$ cat src/rtl/mem_write_arbiter.sv
// Round-robin arbiter that shares one Avalon-MM write master between NUM_REQ requesters.
// Each transfer is captured into output registers and held until the slave accepts it.
module mem_write_arbiter #(
    parameter int NUM_REQ = 4,
    parameter int ADDR_W  = 11,
    parameter int DATA_W  = 64,
    localparam int ID_W   = (NUM_REQ > 1) ? $clog2(NUM_REQ) : 1
) (
    input  logic                        clk,
    input  logic                        reset,
    input  logic [NUM_REQ-1:0]          req,
    input  logic [NUM_REQ*ADDR_W-1:0]   req_address,
    input  logic [NUM_REQ*DATA_W-1:0]   req_writedata,
    output logic [NUM_REQ-1:0]          req_ack,
    output logic                        avm_write,
    output logic [ADDR_W-1:0]           avm_address,
    output logic [DATA_W-1:0]           avm_writedata,
    input  logic                        avm_waitrequest,
    output logic                        busy,
    output logic [ID_W-1:0]             grant_id
);

    // Handshake: a write completes in the cycle where avm_write=1 and
    // avm_waitrequest=0; address/data stay frozen until then, and that same
    // cycle pulses req_ack for the granted requester.
    typedef enum logic {S_IDLE, S_WRITE} state_t;

    state_t            state, state_nxt;
    logic [ID_W-1:0]   rr_ptr, ptr_nxt;
    logic [ID_W-1:0]   gid_nxt;
    logic              write_nxt;
    logic [ADDR_W-1:0] addr_nxt;
    logic [DATA_W-1:0] data_nxt;

    logic              win_found;
    logic [ID_W-1:0]   win_id;
    int                scan_idx;

    logic [ADDR_W-1:0] addr_arr [NUM_REQ];
    logic [DATA_W-1:0] data_arr [NUM_REQ];

    for (genvar g = 0; g < NUM_REQ; g++) begin : g_unpack
        assign addr_arr[g] = req_address[g*ADDR_W +: ADDR_W];
        assign data_arr[g] = req_writedata[g*DATA_W +: DATA_W];
    end

    // First pending requester at or after rr_ptr, wrapping around.
    always_comb begin
        win_found = 1'b0;
        win_id    = '0;
        scan_idx  = 0;
        for (int k = 0; k < NUM_REQ; k++) begin
            scan_idx = (int'(rr_ptr) + k) % NUM_REQ;
            if (!win_found && req[ID_W'(scan_idx)]) begin
                win_found = 1'b1;
                win_id    = ID_W'(scan_idx);
            end
        end
    end

    always_comb begin
        state_nxt = state;
        write_nxt = avm_write;
        addr_nxt  = avm_address;
        data_nxt  = avm_writedata;
        gid_nxt   = grant_id;
        ptr_nxt   = rr_ptr;
        req_ack   = '0;
        case (state)
            S_IDLE: begin
                write_nxt = 1'b0;
                if (win_found) begin
                    addr_nxt  = addr_arr[win_id];
                    data_nxt  = data_arr[win_id];
                    gid_nxt   = win_id;
                    write_nxt = 1'b1;
                    state_nxt = S_WRITE;
                end
            end
            S_WRITE: begin
                if (!avm_waitrequest) begin
                    // Gated by reset so a reset cycle never acknowledges a write.
                    req_ack[grant_id] = !reset;
                    write_nxt = 1'b0;
                    ptr_nxt   = (grant_id == ID_W'(NUM_REQ - 1)) ? '0 : grant_id + ID_W'(1);
                    state_nxt = S_IDLE;
                end
            end
            default: state_nxt = S_IDLE;
        endcase
    end

    always_ff @(posedge clk) begin
        if (reset) begin
            state         <= S_IDLE;
            avm_write     <= 1'b0;
            avm_address   <= '0;
            avm_writedata <= '0;
            rr_ptr        <= '0;
            grant_id      <= '0;
        end else begin
            state         <= state_nxt;
            avm_write     <= write_nxt;
            avm_address   <= addr_nxt;
            avm_writedata <= data_nxt;
            rr_ptr        <= ptr_nxt;
            grant_id      <= gid_nxt;
        end
    end

    assign busy = (state == S_WRITE);

endmodule

$ cat config.mk
export PLATFORM = sky130hd
export DESIGN_NAME = mem_write_arbiter
export DESIGN_NICKNAME = d
export VERILOG_FILES = /design/src/rtl/mem_write_arbiter.sv
export SDC_FILE = /design/constraint.sdc
export NUM_CORES = 1
export LEC_CHECK = 0
export CAP_MARGIN = 15
export CORE_AREA = 2 2 149 151
export DETAILED_ROUTE_END_ITERATION = 6
export DIE_AREA = 0 0 151 153
export HOLD_SLACK_MARGIN = 0.05
export SLEW_MARGIN = 20
export SYNTH_ARGS = -nofsm -noshare
export SYNTH_HDL_FRONTEND = slang
export SYNTH_SLANG_ARGS = --single-unit
$ cat constraint.sdc
create_clock -name clk -period 2.78 [get_ports clk]
set_clock_uncertainty 0.05 [all_clocks]
set_input_delay 0.417 -clock clk [delete_from_list [all_inputs] [get_ports clk]]
set_output_delay 0.417 -clock clk [all_outputs]
set_load 0.03 [all_outputs]
[After elaboration in Yosys (flattened, before gate mapping)]
Cells that the tools add are included.
Storage, ports and cells
  flip-flop bits (word level): 81
  word-level logic and storage cells: 69
  bits of input ports: 307
  output and inout bits: 83
Operators by class
  order comparisons: 7
  bitwise gates (word level): 4
  add/sub/neg operators: 4
  multiplexer cells: 36
  reductions and logical operators: 10
  equal/unequal tests: 2
Operators with widths (number)
  $bmux W64 S2: 1
  $mux W64: 2
  $bmux W11 S2: 1
  $mux W11: 2
  $lt A2 B4 Y1 const B: 4
  $mux W1: 16
  $mux W2: 5
  $bmux W1 S2: 4
  $mux W4: 2
  $add A2 B1 Y2 const B: 2
  $add A2 B2 Y2 const B: 2
  $and A4 B4 Y4: 1
  $logic_and A1 B1 Y1: 4
  $logic_not A1 Y1: 4
  $pmux W1 S2: 2
  $reduce_and A2 Y1: 2
  $ge A3 B3 Y1 const B: 1
  $lt A2 B3 Y1 const B: 1
  $not A2 Y3: 1
  $demux W1 S2: 1
  $eq A2 B2 Y1 const B: 1
  $ge A2 B1 Y1 const B: 1
  $ne A2 B2 Y1 const B: 1
  $not A1 Y1: 2

[Longest topological paths before layout]
Gate-level depths: netlist of run 1.
  depth in word-level cells: 17
  gate-level depth with buffers: 9
  mapped depth without buffers: 5

[Worst setup path after synthesis of run 1]
OpenSTA, ideal clock, no wires.
  path type: input to register
  start: input req[0]
  end: register avm_address[0]
  path slack: 691 ps
  buffers on the path: 4
  required time: 2596 ps
  stages: 9
  library setup time: 134 ps
  data arrival time: 1906 ps
  cells stage by stage: nor2b_1 > or4_1 > buf_2 > and2_4 > buf_6 > buf_6 > buf_6 > mux2i_1 > o211ai_1
Between the ends
  longest elaborated chain between the ends: 17
  elaborated cells between the ends (all ways): 31
  classes of those cells: mux: 23; bitwise: 1; reduce/logical: 7
RTL lines
  start: declaration: RTL line 11  | input logic [NUM_REQ-1:0] req,
  $bmux W1 S2: RTL line 54  | if (!win_found && req[ID_W'(scan_idx)]) begin
  $mux W1 (implied by the code) (2 in series): RTL line 54
  $mux W1: RTL line 54
  $logic_not A1 Y1: RTL line 54
  $logic_and A1 B1 Y1: RTL line 54
  $mux W1: RTL line 54
  $logic_not A1 Y1: RTL line 54
  $logic_and A1 B1 Y1: RTL line 54
  $mux W1: RTL line 54
  $logic_not A1 Y1: RTL line 54
  $logic_and A1 B1 Y1: RTL line 54
  $mux W2: RTL line 54
  $not A2 Y3 (implied by the code): RTL line 73  | addr_nxt = addr_arr[win_id];
  $bmux W11 S2: RTL line 73
  $mux W11 (implied by the code) (2 in series): RTL line 73
  end signal: assignment: RTL line 104  | avm_address <= addr_nxt;
  end: declaration: RTL line 16  | output logic [ADDR_W-1:0] avm_address,
Parallel ways exist; a longest one is shown, timed or not. The select of a mux whose other input is x is not followed.
A chain may end at the register's enable or synchronous reset.

[Final worst setup path of run 1]
  start: input avm_waitrequest
  end: output req_ack[1]
Between the ends
  longest elaborated chain between the ends: 2
RTL lines
  start: declaration: RTL line 18  | input logic avm_waitrequest,
  $mux W4: RTL line 81  | if (!avm_waitrequest) begin
  $mux W4: RTL line 69  | case (state)
  end: declaration: RTL line 14  | output logic [NUM_REQ-1:0] req_ack,
Every way passes these cells.

==> run metrics, run 1 <==
outcome finished, final reports clean; GRT Total Usage 0.1886; Post-CTS Setup Inserts 0; Top Ports 390; Critical-path top delay cell clkdlybuf4s50_1; critical path, cell by cell clkdlybuf4s50_1, nand2b_1, nor2_1, and2_1, clkdlybuf4s50_1; I/O Buffers 389; CP required 2310 ps; synth warn 0; RSZ-0062 raised after global routing no; simple-gate portion of the synthesized area 0.1774; Iter 0 DRT Violations 184; max incr delay on CP 670 ps; maximum vdd ir drop 0.0003178 V; XOR/XNOR Fraction of Synth Area 0; P per Cell Area 435.8 mW/mm²; LEAKAGE 3.886 nW; R2R cell count 6; RR Startpoint rr_ptr[0]$_SDFFE_PP0P_; Synth Area in Compound Gates 0.2959; clk root buf clkbuf_16; clk_lat worst skew 340 ps; Hold Vio Cnt, Final 0; list of most frequent post-synthesis cells dfxtp_1, mux2i_1, nand2_1; DRC errors left 0; initial antenna violation count 2; Final Max Slew Viols 0; Yosys cell types 32; DR vias/cell 4.738; Seq/Total Area, Yosys 0.3103; worst r2r dst avm_writedata[2]$_SDFFE_PP0P_; H-tree depth 3; Vias 6064; final wirelength 22.64 mm; main area contributors after synthesis dfxtp_1, mux2i_1, a21boi_0, o211ai_1, and3_1; Crit Path Max Fanout 4; critical path endpoint req_ack[1]; FFs w/ async S/R, synth 0; CTS tree yes; Routed WL per cell 17.69 µm; share of the synthesized area in the top cell type 0.3103; Resized Gates After CTS 0; most used cell, CP clkdlybuf4s50_1; largest net degree at the start of global routing 151; Nets 1304; cell family with the largest share of critical-path delay buffers and inverters; worst slew margin relative to its limit 0.5394; most frequent cell after synthesis dfxtp_1; Worst Tran Pin Value 691.0 ps; clock buffer depth 2; post-synthesis register bit count 81; Reg clk slew, reported paths 70 ps; largest family of logic cells by synthesized area compound AO/OA/AOI/OAI gates; syn nets 955; Max-Cap Viols 0; Post-synth top flop dfxtp_1; Post-CTS Hold Buffers 0; layout cell share with drive strength beyond 1 0.03707; Num CTS Buffers 9; ANT nets after route 0; Tot Pwr 4.249 mW; mux contribution to synthesized area 0.1456; Mapped Avg Cell Area 8.115 µm²; die height 153 µm; vias in the first global route 6079; # setup viols final 0; core area 0.02149 mm²; setup TNS 0 ps; grt total ovfl 0; area leader, netlist dfxtp_1; kind of critical path input pin to output pin; die area 0.02310 mm²; Tcrit/Tclk final 0.8886; Critical Path Stages 5; Post-synth EDFFs 0; Worst Hold Class register to register; CP endpoint kind output pin; adder-cell share of the synthesized area 0.009576; first-pass GRT wire length 33.76 mm; # rows 54; # clock sinks 81; Post-Synthesis Cells 644; CP Launch Point avm_waitrequest; DP HPWL 16.87 mm; crit path buf inv count 2; Starting Density 0.2432; WP data arrival 2000 ps; post-layout minimum cycle time 2470 ps; 1st-pass router iterations 4; FMAX 404.8 MHz; Post-Syn Area 0.005226 mm²; die width 151 µm; Placer Congestion 0.8147; crit start category input pin; R2R setup slack 660 ps; Synth-to-Final Area Change 86.55%
placed cells by master, fill, tap and decap left out, types with 4 or more instances in the layout:
cell             count
nor2_1               5
mux2i_1             76
a21boi_0            75
o21ai_1             15
buf_12               9
o211ai_1            75
ha_1                 4
clkbuf_16            9
and2_1               4
dfxtp_1             81
nand2_1             76
nor2b_1              4
clkdlybuf4s50_1    389
o21ai_0             61
and3_1              75
buf_4                8
tightest hold or removal path, stage by stage, from the launching register on:
cell     delay (ps)
dfxtp_1         320
nand3_1          60
a21oi_1          60
state kept, by name (all words and copies together) (netlist names):
signal,flops
avm_write,1
busy,1
rr_ptr,2
avm_writedata,64
avm_address,11
grant_id,2
through the flow:
stage / setup WS, ps / instance area (µm²) / cells / util / hold slack (ps)
5_1_grt: 185.4 / 9749 / 1280 / 0.4538 / 447.5
3_5_place_dp: 25.25 / 9432 / 1262 / 0.4390 / 417.9
3_3_place_gp: 64.93 / 9432 / 1262 / 0.4390 / 410.8
4_1_cts: 293.6 / 9744 / 1278 / 0.4535 / 427.8
2_1_floorplan: 690.7 / 5226 / 644 / - / 435.5
6_report: 309.8 / 9749 / 1280 / 0.4538 / 424.6
how the worst min path moves through the flow:
| stage | start | endpoint | slack (ps) | depth (start not counted) |
|---|---|---|---|---|
| 6_report | avm_write$_SDFFE_PP0P_ | avm_write$_SDFFE_PP0P_ | 420 | 2 |
| 5_1_grt | avm_write$_SDFFE_PP0P_ | avm_write$_SDFFE_PP0P_ | 450 | 2 |
| 4_1_cts | avm_write$_SDFFE_PP0P_ | avm_write$_SDFFE_PP0P_ | 430 | 2 |
| 3_5_place_dp | avm_write$_SDFFE_PP0P_ | avm_write$_SDFFE_PP0P_ | 420 | 2 |
| 3_3_place_gp | avm_writedata[23]$_SDFFE_PP0P_ | avm_writedata[23]$_SDFFE_PP0P_ | 410 | 2 |
| 2_1_floorplan | rr_ptr[0]$_SDFFE_PP0P_ | rr_ptr[0]$_SDFFE_PP0P_ | 440 | 2 |
per-layer routing:
metal,part of all wire,routed length [µm],vias to the layer above,global-route usage
met1,0.39,8863,2756,0.2084
met4,0.015,343,0,0.04717
met2,0.50,11210,240,0.3416
li1,-,-,3050,-
met3,0.098,2218,18,0.06597
met5,0,0,-,0
cell families after synthesis:
logic type | count (synthesis)
AOI/OAI and AO/OA | 232
and+or+nand+nor | 180
DFF | 81
muxes | 76
buffers and inverters | 71
adders and majority gates | 4
report_power, final:
group,switching (mW),internal [mW],total (mW)
Sequential,0.0693,1.29,1.36
Combinational,0.723,0.859,1.58
Clock,0.519,0.787,1.31
Total,1.31,2.94,4.25
layout make-up:
class / count / area [µm²]
fill: 2206 / 11740
timing repair buffer: 406 / 4134
multi-input combinational: 492 / 3314
sequential: 81 / 1622
tap: 280 / 350.3
clock buffer: 11 / 232.7
clock inverter: 5 / 80.08
inverter: 3 / 11.26
antenna: 2 / 5.005
No activity file was read; power rests on OpenSTA's default activity.
==> run 2, diff against run 1 <==
Settings changed: ABC_AREA from default to 1, CORE_AREA 2 2 149 151 to 2 2 154 156, DIE_AREA 0 0 151 153 to 0 0 156 158.
==> run 2 against run 1 <==
Synthesized cell count is 83% higher; sequential share of layout area decreased by 1.6 points; sequential power grew 12%; power up 49%; clock power is 8% lower.
==> run metrics, run 2 <==
outcome finished, final reports clean; Yosys cell types 22 (-31%); CP endpoint kind output pin; main area contributors after synthesis nand2_1, dfxtp_1, nand3_1, nor2_1, inv_1; clk root buf clkbuf_16; switching share of total power 0.4348 (+0.1262); P per Cell Area 587.6 mW/mm² (+35%); post-layout minimum cycle time 2369 ps (-100.8 ps); power share of the clock group 0.190 (-0.117); Tcrit/Tclk final 0.8523 (-0.03625); worst r2r dst avm_writedata[25]$_SDFFE_PP0P_; Iter 0 DRT Violations 452 (+150%); Max-Cap Viols 0 (unchanged); Psw 2.758 mW (+110%); RR Startpoint rr_ptr[0]$_SDFFE_PP0P_; Worst Hold Class register to register; RSZ-0062 raised after global routing no; Post-CTS Setup Inserts 0 (unchanged); die area 0.02465 mm² (+6.7%); syn nets 1488 (+56%); CTS tree yes; Crit Path Max Fanout 4 (unchanged); Placer Congestion 0.8867 (+8.8%); layout cell share with drive strength beyond 1 0.03856 (+0.001488); grt total ovfl 0 (unchanged); Synth-to-Final Area Change 69.61%; most frequent cells in the layout nand2_1, clkdlybuf4s50_1, nand3_1; DP HPWL 21.32 mm (+26%); Post-synth top flop dfxtp_1; Final Max Slew Viols 0 (unchanged); crit start category input pin; ANT nets after route 0 (unchanged); # clock sinks 81 (unchanged); die width 156 µm (+3.3%); maximum vdd ir drop 0.0002781 V (-13%); commonest non-fill, non-tap cell in the layout nand2_1; Post-synth EDFFs 0 (unchanged); initial antenna violation count 2 (unchanged); largest net degree at the start of global routing 92 (-39%); Largest register FFs 64 (unchanged); Post-Syn Area 0.006365 mm² (+22%); I/O Buffers 389 (unchanged); FFs w/ async S/R, synth 0 (unchanged); Starting Density 0.2761 (+0.03286); share of the synthesized area in the top cell type 0.2813 (-0.02897); Vias 8342 (+38%); kind of critical path input pin to output pin; R2R setup slack 420 ps (-240 ps); pre-CTS WS 147.2 ps (+122.0 ps); Num CTS Buffers 9 (unchanged); Layout Cells excl Fill 1822 (+42%); worst slew margin relative to its limit 0.4568 (-0.08254); Routed WL per cell 15.38 µm (-13%); first-pass GRT wire length 42.06 mm (+25%); power share of the sequential group 0.241 (-0.079); HP Start avm_write$_SDFFE_PP0P_; setup ws final 410.6 ps (+100.8 ps); post-synthesis register bit count 81 (unchanged); list of most frequent post-synthesis cells nand2_1, nand3_1, nor2_1; Seq/Total Area, Yosys 0.2548 (-0.05550); DR vias/cell 4.578 (-3.4%); Worst Tran Pin Value 814.8 ps (+123.8 ps); Resized Gates After CTS 0 (unchanged); Post-CTS Hold Buffers 0 (unchanged); Mapped Avg Cell Area 5.408 µm² (-33%); LEAKAGE 5.329 nW (+37%); most frequent cell after synthesis nand2_1; setup TNS 0 ps (unchanged); CP Launch Point avm_waitrequest; WP data arrival 1900 ps (-100 ps); R2R cell count 15 (+9); Regs by FF count avm_writedata: 64 flops, avm_address: 11 flops; CP required 2310 ps (about the same); die height 158 µm (+3.3%); synth warn 0 (unchanged); clock buffer depth 2 (unchanged); Post-Synthesis Cells 1177 (+83%); # setup viols final 0 (unchanged); critical path endpoint req_ack[2]; Hold Vio Cnt, Final 0 (unchanged); GRT Total Usage 0.2197 (+0.03112); Nets 1837 (+41%); vias in the first global route 7781 (+28%); DRC errors left 0 (unchanged); Reg clk slew, reported paths 70 ps (about the same); core area 0.02305 mm² (+7.3%); Worst Hold Slack 448.9 ps (+24.37 ps); H-tree depth 3 (unchanged); placed cell count 1805 (+43%); combinational power share 0.569 (+0.197); clk_lat worst skew 350 ps (about the same); 1st-pass router iterations 5 (+1); Power Internal 3.585 mW (+22%); Top Ports 390 (unchanged); FMAX 422.0 MHz (+4.3%); Most flops, register avm_writedata; final wirelength 28.03 mm (+24%); # rows 56 (+3.7%); area leader, netlist nand2_1
==> run 2: cell types whose count changed after synthesis, sizes merged, moves of 38 or more <==
| cell | delta |
|---|---|
| nand3b | +38 |
| and3 | -75 |
| nand3 | +187 |
| a21boi | -75 |
| nor2 | +178 |
| inv | +109 |
| o211ai | -75 |
| mux2i | -76 |
| nand2 | +406 |
| buf | +51 |
| clkbuf | -40 |
| o21ai | -73 |
==> run 2: power by group through the flow <==
stage,Combinational (mW),Clock [mW],Sequential (mW)
after floorplan,1.74,0,2.00
after global placement,3.65,0,1.55
after detailed placement,3.65,0,1.56
after CTS,3.67,1.26,1.53
after global routing,4.00,1.29,1.56
final,3.61,1.20,1.53
==> run 2: cells by family after synthesis <==
family | after synthesis | synth area share
fa+ha+maj | 4 | 0.007863
buf+inv | 192 | 0.1345
flops | 81 | 0.2548
compound gates | 8 | 0.007469
simple gates | 892 | 0.5954
==> run 2: per-stage QoR <==
stage               cell area [µm²]  utilization  total power, mW
global placement              10500       0.4557            5.196
detailed placement            10500       0.4557            5.208
finish                        10800       0.4683            6.343
CTS                           10790       0.4681            6.459
global route                  10790       0.4682            6.850
floorplan                      6365            -            3.732
==> run 2: how the worst min path moves through the flow <==
stage	to	slack, ps	cells past startpoint
2_1_floorplan	rr_ptr[1]$_SDFFE_PP0P_	480	2
3_3_place_gp	avm_write$_SDFFE_PP0P_	430	2
3_5_place_dp	avm_write$_SDFFE_PP0P_	440	2
4_1_cts	avm_write$_SDFFE_PP0P_	460	2
5_1_grt	busy$_SDFF_PP0_	520	2
6_report	avm_write$_SDFFE_PP0P_	450	2
==> run 2: critical path, stage by stage <==
cell and delay [ps]:
clkdlybuf4s50_1 400, nor2_1 180, nand2_1 130, nor2_1 110, clkdlybuf4s50_1 680
==> run 2: cell type report <==
cell class / instances / area, µm²
fill: 2463 / 12260
sequential: 81 / 1622
inverter: 113 / 425.4
multi-input combinational: 904 / 3895
clock buffer: 10 / 229.0
tap: 290 / 362.8
clock inverter: 5 / 57.56
antenna: 2 / 5.005
timing repair buffer: 417 / 4199
==> run 2: metal layers <==
metal,vias up,wire [µm],global-route usage
met5,-,0,0
met4,0,728,0.07907
met3,35,2549,0.06241
met2,324,13520,0.3885
met1,3693,11220,0.2532
li1,4290,-,-
==> run 3, diff against run 2 <==
Settings changed: CORE_AREA 2 2 154 156 to 2 2 151 153, DIE_AREA 0 0 156 158 to 0 0 153 155, DONT_BUFFER_PORTS from default to 1, SETUP_SLACK_MARGIN from default to 0.02.
==> run 3 against run 2 <==
Clock power up 10%; largest power group unchanged; largest cell class is now multi-input gates; highest routed layer unchanged; non-clock buffer count is 400 lower; sequential power is 35% higher; power fell by 13%.
==> run metrics, run 3 (same netlist as run 2, synthesis figures left out) <==
utilization after layout 0.3068 (-0.1615); # rows 55 (-1.8%); Layout Cells excl Fill 1418 (-22%); Final Max Slew Viols 0 (unchanged); clock buffer depth 2 (unchanged); Starting Density 0.2863 (+0.01024); Hold Vio Cnt, Final 0 (unchanged); Synth-to-Final Area Change 7.136%; crit start category register; RSZ-0062 raised after global routing yes; M1 WL 9.879 mm (-12%); Max-Cap Viols 0 (unchanged); maximum vdd ir drop 0.0002835 V (+1.9%); final wirelength 24.28 mm (-13%); Post-CTS Setup Inserts 0 (unchanged); ANT nets after route 0 (unchanged); LEAKAGE 3.790 nW (-29%); Regs by FF count avm_writedata: 64 flops, avm_address: 11 flops; Nets 1437 (-22%); Tcrit/Tclk final 0.8994 (+0.04711); post-layout minimum cycle time 2500 ps (+131.0 ps); Critical-path top delay cell dfxtp_1; Worst Hold Slack 91.24 ps (-357.7 ps); core area 0.02223 mm² (-3.6%); H-tree depth 3 (unchanged); die width 153 µm (-1.9%); FMAX 399.9 MHz (-5.2%); commonest non-fill, non-tap cell in the layout nand2_1; DR vias/cell 4.933 (+7.7%); Crit Path Max Fanout 47 (+43); finished layout cell area 0.006819 mm² (-37%); most frequent cells in the layout nand2_1, nand3_1, nor2_1; Vias 6995 (-16%); max incr delay on CP 520 ps (-160 ps); layout cell share with drive strength beyond 1 0.04248 (+0.003916); DP HPWL 17.96 mm (-16%); clk_lat worst skew 350 ps (about the same); CTS tree yes; DRC errors left 0 (unchanged); # setup viols final 0 (unchanged); I/O Buffers 0 (-100%); P per Cell Area 808.2 mW/mm² (+38%); Top Ports 390 (unchanged); largest net degree at the start of global routing 72 (-22%); Iter 0 DRT Violations 402 (-11%); wire length on met2 12.20 mm (-9.8%); worst slew margin relative to its limit 0.6234 (+0.1665); max layer used met4; # clock sinks 81 (unchanged); die area 0.02372 mm² (-3.8%); Post-CTS Hold Buffers 0 (unchanged); outcome finished, final reports clean; Routed WL per cell 17.12 µm (+11%); dpl cell area 0.006489 mm² (-38%); pre-CTS WS 237.3 ps (+90.14 ps); 1st-pass router iterations 6 (+1); die height 155 µm (-1.9%); Most flops, register avm_writedata; setup ws final 279.6 ps (-131.0 ps); Placer Congestion 0.8821 (-0.52%); Worst Tran Pin Value 562.9 ps (-251.9 ps); Num CTS Buffers 9 (unchanged); setup TNS 0 ps (unchanged); met3 wire length 1.749 mm (-31%); Largest register FFs 64 (unchanged); Worst Hold Class input pin to register; Tot Pwr 5.511 mW (-13%); CP required 2970 ps (+660 ps); grt total ovfl 0 (unchanged); WP data arrival 2690 ps (+790 ps); kind of critical path register to register; Reg clk slew, reported paths 70 ps (about the same); vias in the first global route 6358 (-18%); Resized Gates After CTS 0 (unchanged); GRT Total Usage 0.1948 (-0.02494); clk root buf clkbuf_16; initial antenna violation count 4 (+2); first-pass GRT wire length 35.99 mm (-14%); critical path, cell by cell inv_2, nand2_1, nand2_2, nand2_1, nand2_1, nor2_4, nand3_4, nand3_4, buf_4, nand2_1, nand3_1, nand3_1, nand2_1, inv_1; placed cell count 1400 (-22%); Layout fillers 2537 (+3.0%); most used cell, CP nand2_1; CP endpoint kind register
## run 3: changes by cell type in the layout (fill, tap and decap cells not counted), moves of 2 or more
cell / before / now
buf_4: 20 / 9
clkdlybuf4s50_1: 388 / 0
clkinvlp_4: 3 / 0
buf_6: 0 / 3
buf_12: 8 / 5
clkinv_2: 2 / 4
## run 3: worst paths after layout
path | from | end | slack [ps] | cells past startpoint
worst max-delay path | rr_ptr[0]$_SDFFE_PP0P_ | avm_writedata[35]$_SDFFE_PP0P_ | 280 | 14
worst min-delay path | reset | grant_id[1]$_SDFFE_PP0P_ | 90 | 1
worst max register to register | rr_ptr[0]$_SDFFE_PP0P_ | avm_writedata[35]$_SDFFE_PP0P_ | 280 | 14
worst min register to register | rr_ptr[1]$_SDFFE_PP0P_ | rr_ptr[1]$_SDFFE_PP0P_ | 560 | 2
## run 3: power by group
group | internal [mW] | switching [mW]
Sequential | 1.40 | 0.656
Combinational | 0.704 | 1.43
Clock | 0.780 | 0.538
Total | 2.88 | 2.63
## run 3: routing by layer
layer  vias to the layer above  global-route usage
met5                         -                   0
met2                       346              0.3560
met3                        29             0.04652
li1                       3495                   -
met4                         0             0.05335
met1                      3125              0.2276
## run 3: cell type report
cell class / count / area [µm²] / area share
diodes: 3 / 7.507 / 0.001101
clock buffers: 9 / 225.2 / 0.03303
clock inverters: 6 / 83.83 / 0.01229
inverters: 113 / 427.9 / 0.06275
multi-input cells: 904 / 3895 / 0.5712
flip-flops and latches: 81 / 1622 / 0.2378
well taps: 285 / 356.6 / 0.05229
repair buffers: 17 / 201.4 / 0.02954
## run 3: worst max-delay path, delay by kind of cell (launching register included)
kind	cells	cell delay, ps
buffers and inverters	3	630
and+or+nand+nor	11	1170
DFF	1	520
